===== config.mk =====
export PLATFORM = sky130hd
export DESIGN_NAME = dm_sba_wb_responder
export DESIGN_NICKNAME = d
export VERILOG_FILES = /design/src/rtl/dm_sba_wb_pkg.sv /design/src/rtl/dm_sba_wb_responder.sv
export SDC_FILE = /design/constraint.sdc
export NUM_CORES = 1
export LEC_CHECK = 0
export ABC_AREA = 1
export BUFFER_PORTS_ARGS = -buffer_cell sky130_fd_sc_hd__buf_4
export CAP_MARGIN = 20
export CORE_ASPECT_RATIO = 1.5
export CORE_MARGIN = 4
export CORE_UTILIZATION = 51
export CTS_BUF_LIST = sky130_fd_sc_hd__clkbuf_8
export DETAILED_ROUTE_END_ITERATION = 12
export PLACE_DENSITY = 0.84
export SYNTH_ARGS = -nofsm -noshare
export SYNTH_HDL_FRONTEND = slang
export SYNTH_SLANG_ARGS = --single-unit

===== constraint.sdc =====
create_clock -name clk_i -period 4.4 [get_ports clk_i]
set_input_delay 0.22 -clock clk_i [delete_from_list [all_inputs] [get_ports clk_i]]
set_output_delay 0.22 -clock clk_i [all_outputs]
set_load 0.05 [all_outputs]

===== src/rtl/dm_sba_wb_pkg.sv =====
// Shared types and sizing helpers for the debug-module SBA to Wishbone responder.
package dm_sba_wb_pkg;

    typedef enum logic [1:0] {
        ST_IDLE = 2'd0,
        ST_BUS  = 2'd1,
        ST_RESP = 2'd2
    } state_e;

    localparam int DefaultTimeoutCycles = 255;

    // Timeout counter width: wide enough to hold TimeoutCycles, never narrower than 1 bit.
    function automatic int cnt_width(input int timeout_cycles);
        return (timeout_cycles < 1) ? 1 : $clog2(timeout_cycles + 1);
    endfunction

    localparam int DefaultCntWidth = cnt_width(DefaultTimeoutCycles);

endpackage


===== src/rtl/dm_sba_wb_responder.sv =====
// Replays one DM system-bus-access request as a single-beat Wishbone cycle
// and returns one r_valid completion (data or error) per grant.
//
// state   | meaning
// --------+-----------------------------------------------------------
// IDLE    | waiting for req_i; grant and capture the command
// BUS     | Wishbone cycle open; wait for ack, err or timeout
// RESP    | one-cycle r_valid pulse, then back to IDLE
module dm_sba_wb_responder
    import dm_sba_wb_pkg::*;
#(
    parameter int AddrWidth     = 32,
    parameter int DataWidth     = 32,
    parameter int TimeoutCycles = DefaultTimeoutCycles
) (
    input  logic                   clk_i,
    input  logic                   rst_i,
    input  logic                   req_i,
    input  logic [AddrWidth-1:0]   add_i,
    input  logic                   we_i,
    input  logic [DataWidth-1:0]   wdata_i,
    input  logic [DataWidth/8-1:0] be_i,
    output logic                   gnt_o,
    output logic                   r_valid_o,
    output logic [DataWidth-1:0]   r_rdata_o,
    output logic                   r_err_o,
    output logic [AddrWidth-1:0]   wb_adr_o,
    output logic [DataWidth-1:0]   wb_dat_o,
    output logic [DataWidth/8-1:0] wb_sel_o,
    output logic                   wb_we_o,
    output logic                   wb_cyc_o,
    input  logic [DataWidth-1:0]   wb_dat_i,
    input  logic                   wb_ack_i,
    input  logic                   wb_err_i
);

    localparam int CntW = cnt_width(TimeoutCycles);
    localparam logic TimeoutEn = (TimeoutCycles != 0);
    localparam logic [CntW-1:0] TimeoutLast = CntW'(TimeoutEn ? TimeoutCycles - 1 : 0);
    localparam logic [AddrWidth-1:0] WordMask = ~AddrWidth'(3);

    state_e                 state_q, state_d;
    logic [CntW-1:0]        cnt_q;
    logic                   timeout_hit;
    logic                   done;
    logic                   done_err;
    logic [DataWidth-1:0]   done_rdata;

    assign timeout_hit = TimeoutEn && (cnt_q == TimeoutLast);

    always_comb begin
        state_d    = state_q;
        done       = 1'b0;
        done_err   = 1'b0;
        done_rdata = '0;
        gnt_o      = 1'b0;
        wb_cyc_o   = 1'b0;
        r_valid_o  = 1'b0;
        case (state_q)
            ST_IDLE: begin
                gnt_o = req_i;
                if (req_i) state_d = ST_BUS;
            end
            ST_BUS: begin
                wb_cyc_o = 1'b1;
                // ack wins over err, err wins over timeout
                if (wb_ack_i) begin
                    done       = 1'b1;
                    done_rdata = wb_we_o ? '0 : wb_dat_i;
                end else if (wb_err_i || timeout_hit) begin
                    done     = 1'b1;
                    done_err = 1'b1;
                end
                if (done) state_d = ST_RESP;
            end
            ST_RESP: begin
                r_valid_o = 1'b1;
                state_d   = ST_IDLE;
            end
            default: state_d = ST_IDLE;
        endcase
    end

    always_ff @(posedge clk_i or posedge rst_i) begin
        if (rst_i) begin
            state_q   <= ST_IDLE;
            cnt_q     <= '0;
            wb_adr_o  <= '0;
            wb_dat_o  <= '0;
            wb_sel_o  <= '0;
            wb_we_o   <= 1'b0;
            r_rdata_o <= '0;
            r_err_o   <= 1'b0;
        end else begin
            state_q <= state_d;
            cnt_q   <= (state_q == ST_BUS) ? cnt_q + CntW'(1) : '0;
            if (state_q == ST_IDLE && req_i) begin
                wb_adr_o <= add_i & WordMask;
                wb_dat_o <= wdata_i;
                wb_sel_o <= be_i;
                wb_we_o  <= we_i;
            end
            if (done) begin
                r_rdata_o <= done_rdata;
                r_err_o   <= done_err;
            end
        end
    end

endmodule


==> results by group <==
Setup path
  • Reg2reg end: r_rdata_o[30]
  • Critical Path Max Stage Delay: 0.52 ns
  • Worst reg2reg path depth: 9
  • WP data required: 4.18 ns
  • Worst EP arrival: 1.82 ns
  • CP Capture Type: output port
  • Crit Reg-Reg Startpoint: cnt_q[0]
  • Setup slack, reg-to-reg: 2.71 ns
  • Crit path kind: reg -> out
  • CP startpoint kind: flop
  • CP max stage cell: buf_4
  • Crit-path max FO: 68
  • Cell mode on critical path: buf_4
  • Worst-path cell chain: inv_2, nand2_1, nor2_4, buf_4, buf_4

Clock network
  • Clock transition at the registers of the reported paths: 0.10 ns
  • Post-CTS setup buffer count: 0
  • Clock Path Buffers: 2
  • CTS tree: built
  • Root buffer cell: clkbuf_8
  • CTS sink count: 110
  • CTS H-tree lvls: 3
  • Cts bufs inserted: 9
  • CTS resizes: 0
  • Clk_lat worst skew: 0.36 ns
  • Post-CTS Hold Buffers: 0

Power
  • Leak: 0.00352 µW
  • Total power: 4450 µW
  • P_sw: 2230 µW
  • Sw Share: 50.0%
  • P per Cell Area: 733 nW/µm²
  • Peak supply drop: 0.425 mV
  • Clock power frac: 12.3%
  • Logic pwr share: 53.0%
  • Reg power frac: 34.7%
  • Internal power: 2230 µW

GRT
  • Vias in the first global route: 3771
  • Overflow after GRT: 0
  • GRT Util Overall: 22.8%
  • Initial antenna violation count: 0
  • First-pass GRT wire length: 18300 µm
  • Largest net degree at the start of global routing: 69

Drt
  • WL met2: 6130 µm
  • WL/cell: 14.3 µm
  • Routed wire length: 11400 µm
  • Met1 wire length: 4110 µm
  • Top Layer Used: met4
  • DRC violation total after the first TritonRoute iteration: 215
  • Via/cell ratio: 4.71
  • DR DRC count: 0
  • First drt pass iteration count: 4
  • Vias: 3754
  • Post-detailed-route count of antenna-violating nets: 0
  • WL met3: 846 µm

Yosys
  • EDFF count, synth: 0
  • Post-Syn Area: 4290 µm²
  • Share of the synthesized area in the top cell type: 64.2%
  • Largest cells by area after synthesis: dfrtp_1 64%, nand2_1 27%, buf_4 1.2%, nor2_1 1.1%, inv_1 0.79%
  • Ys flop type: dfrtp_1
  • Cells after synthesis: 487
  • Count leader, synth: nand2_1
  • Seq cells post-synth: 110
  • Mean post-synth cell area: 8.80 µm²
  • Most frequent cells after synthesis: 309 x nand2_1, 110 x dfrtp_1, 13 x nor2_1
  • Sequential share of the synthesized area: 64.2%
  • Area leader, netlist: dfrtp_1
  • Synth cell types: 20
  • Synth warnings: 0
  • Post-synth ARST share: 100%

STA
  • F_max: 489 MHz
  • Final setup vio count: 0
  • Final hold vios: 0
  • RSZ-0062 raised after global routing: false
  • Slew HR: 44.4%
  • Hold_ws: 0.0238 ns
  • Pins over their slew limit: 0
  • Clock Skew: 0.00931 ns
  • Period utilization: 46.5%
  • Final worst path period need: 2.04 ns
  • Worst slew pin tran: 0.833 ns
  • Post-route setup TNS: 0 ns

Worst hold path
  • Hold Path Class: in -> async

Die
  • Ports: 211
  • Core Area: 8110 µm²
  • Die height: 120 µm
  • Die ar.: 9970 µm²
  • Initial Utilization: 52.9%
  • Row count: 40
  • Die width: 82.9 µm

Final layout
  • Nets: 795
  • Finished Layout Cells: 797
  • Area grow syn2layout: 41.6%
  • Ant. Diodes: 0
  • Core Util, Final: 74.9%
  • # fillers: 613
  • Multi-input gate area: 1350 µm²
  • Sequential Area: 2750 µm²
  • Layout cells sized above 1: 33.5%

Placement
  • Final HPWL DP: 8290 µm
  • Placed Cells: 779
  • I/O Buffers: 206
  • Routability cong.: 0.800

Run status
  • Status: finished, final reports clean

Job
  • Max-cap violations: 0
-- critical path, delay by kind of cell, from the launching register on --
kind,cells,cell delay [ns]
DFF,1,0.38
and+or+nand+nor,2,0.18
buffers and inverters,3,0.91
-- placed cells by master, fill, tap and decap left out, drive strengths merged --
| master | Yosys | layout |
|---|---|---|
| o21ai | 3 | 3 |
| nand3 | 4 | 4 |
| conb | 1 | 2 |
| dfrtp | 110 | 110 |
| nor2 | 14 | 14 |
| clkbuf | 3 | 12 |
| o21a | 1 | 1 |
| nand2 | 311 | 311 |
| nor3 | 4 | 4 |
| a21oi | 3 | 3 |
| clkinv | 0 | 3 |
| buf | 19 | 209 |
| ha | 2 | 2 |
| inv | 12 | 14 |
-- worst max-delay path by stage --
stage	start	slack [ns]	end	cells after the start
after global routing	state_q[1]	2.19	gnt_o	5
final	state_q[1]	2.36	gnt_o	5
after global placement	state_q[0]	2.69	r_rdata_o[0]	4
after detailed placement	state_q[0]	2.64	r_rdata_o[19]	4
after CTS	state_q[1]	2.29	gnt_o	5
after floorplan	rst_i	1.28	cnt_q[0]	1
-- kinds of logic after synthesis --
family / count (synthesis) / share of synthesized area, %
fa+ha+maj: 2 / 0.584
other cells: 1 / 0.0875
buf+inv: 34 / 4.29
flops: 110 / 64.2
compound gates: 7 / 0.876
simple gates: 333 / 29.9
-- layout make-up --
class,instances,area share [%]
clock buffer,11,2.49
inverter,12,0.783
tap,105,2.16
sequential,110,45.4
timing repair buffer,210,26.5
clock inverter,5,0.433
multi-input combinational,344,22.3
-- per-layer routing --
metal | vias to the layer above | GRT usage (%)
li1 | 1856 | -
met1 | 1737 | 25.2
met2 | 141 | 40.8
met3 | 20 | 7.70
met4 | 0 | 8.18
met5 | - | 0
-- registers in the layout, summed over array words and instances, names as in the netlist --
signal,cells
wb_dat_o,32
r_rdata_o,32
wb_sel_o,4
wb_we_o,1
r_err_o,1
cnt_q,8
wb_adr_o,30
state_q,2
-- power groups by stage --
stage          combinational, µW  sequential, µW  clock [µW]
2_1_floorplan                420            2720           0
3_3_place_gp                2330            1540           0
3_5_place_dp                2370            1560           0
4_1_cts                     2370            1540         564
5_1_grt                     2490            1580         611
6_report                    2360            1540         546
-- stage by stage --
step                cell area (µm²)  setup slack, ns
finish                         6070             2.36
global route                   6070             2.19
CTS                            6020             2.29
detailed placement             5850             2.64
global placement               5850             2.69
floorplan                      4290             1.28
Note: power is estimated with default switching activity, not from simulation.
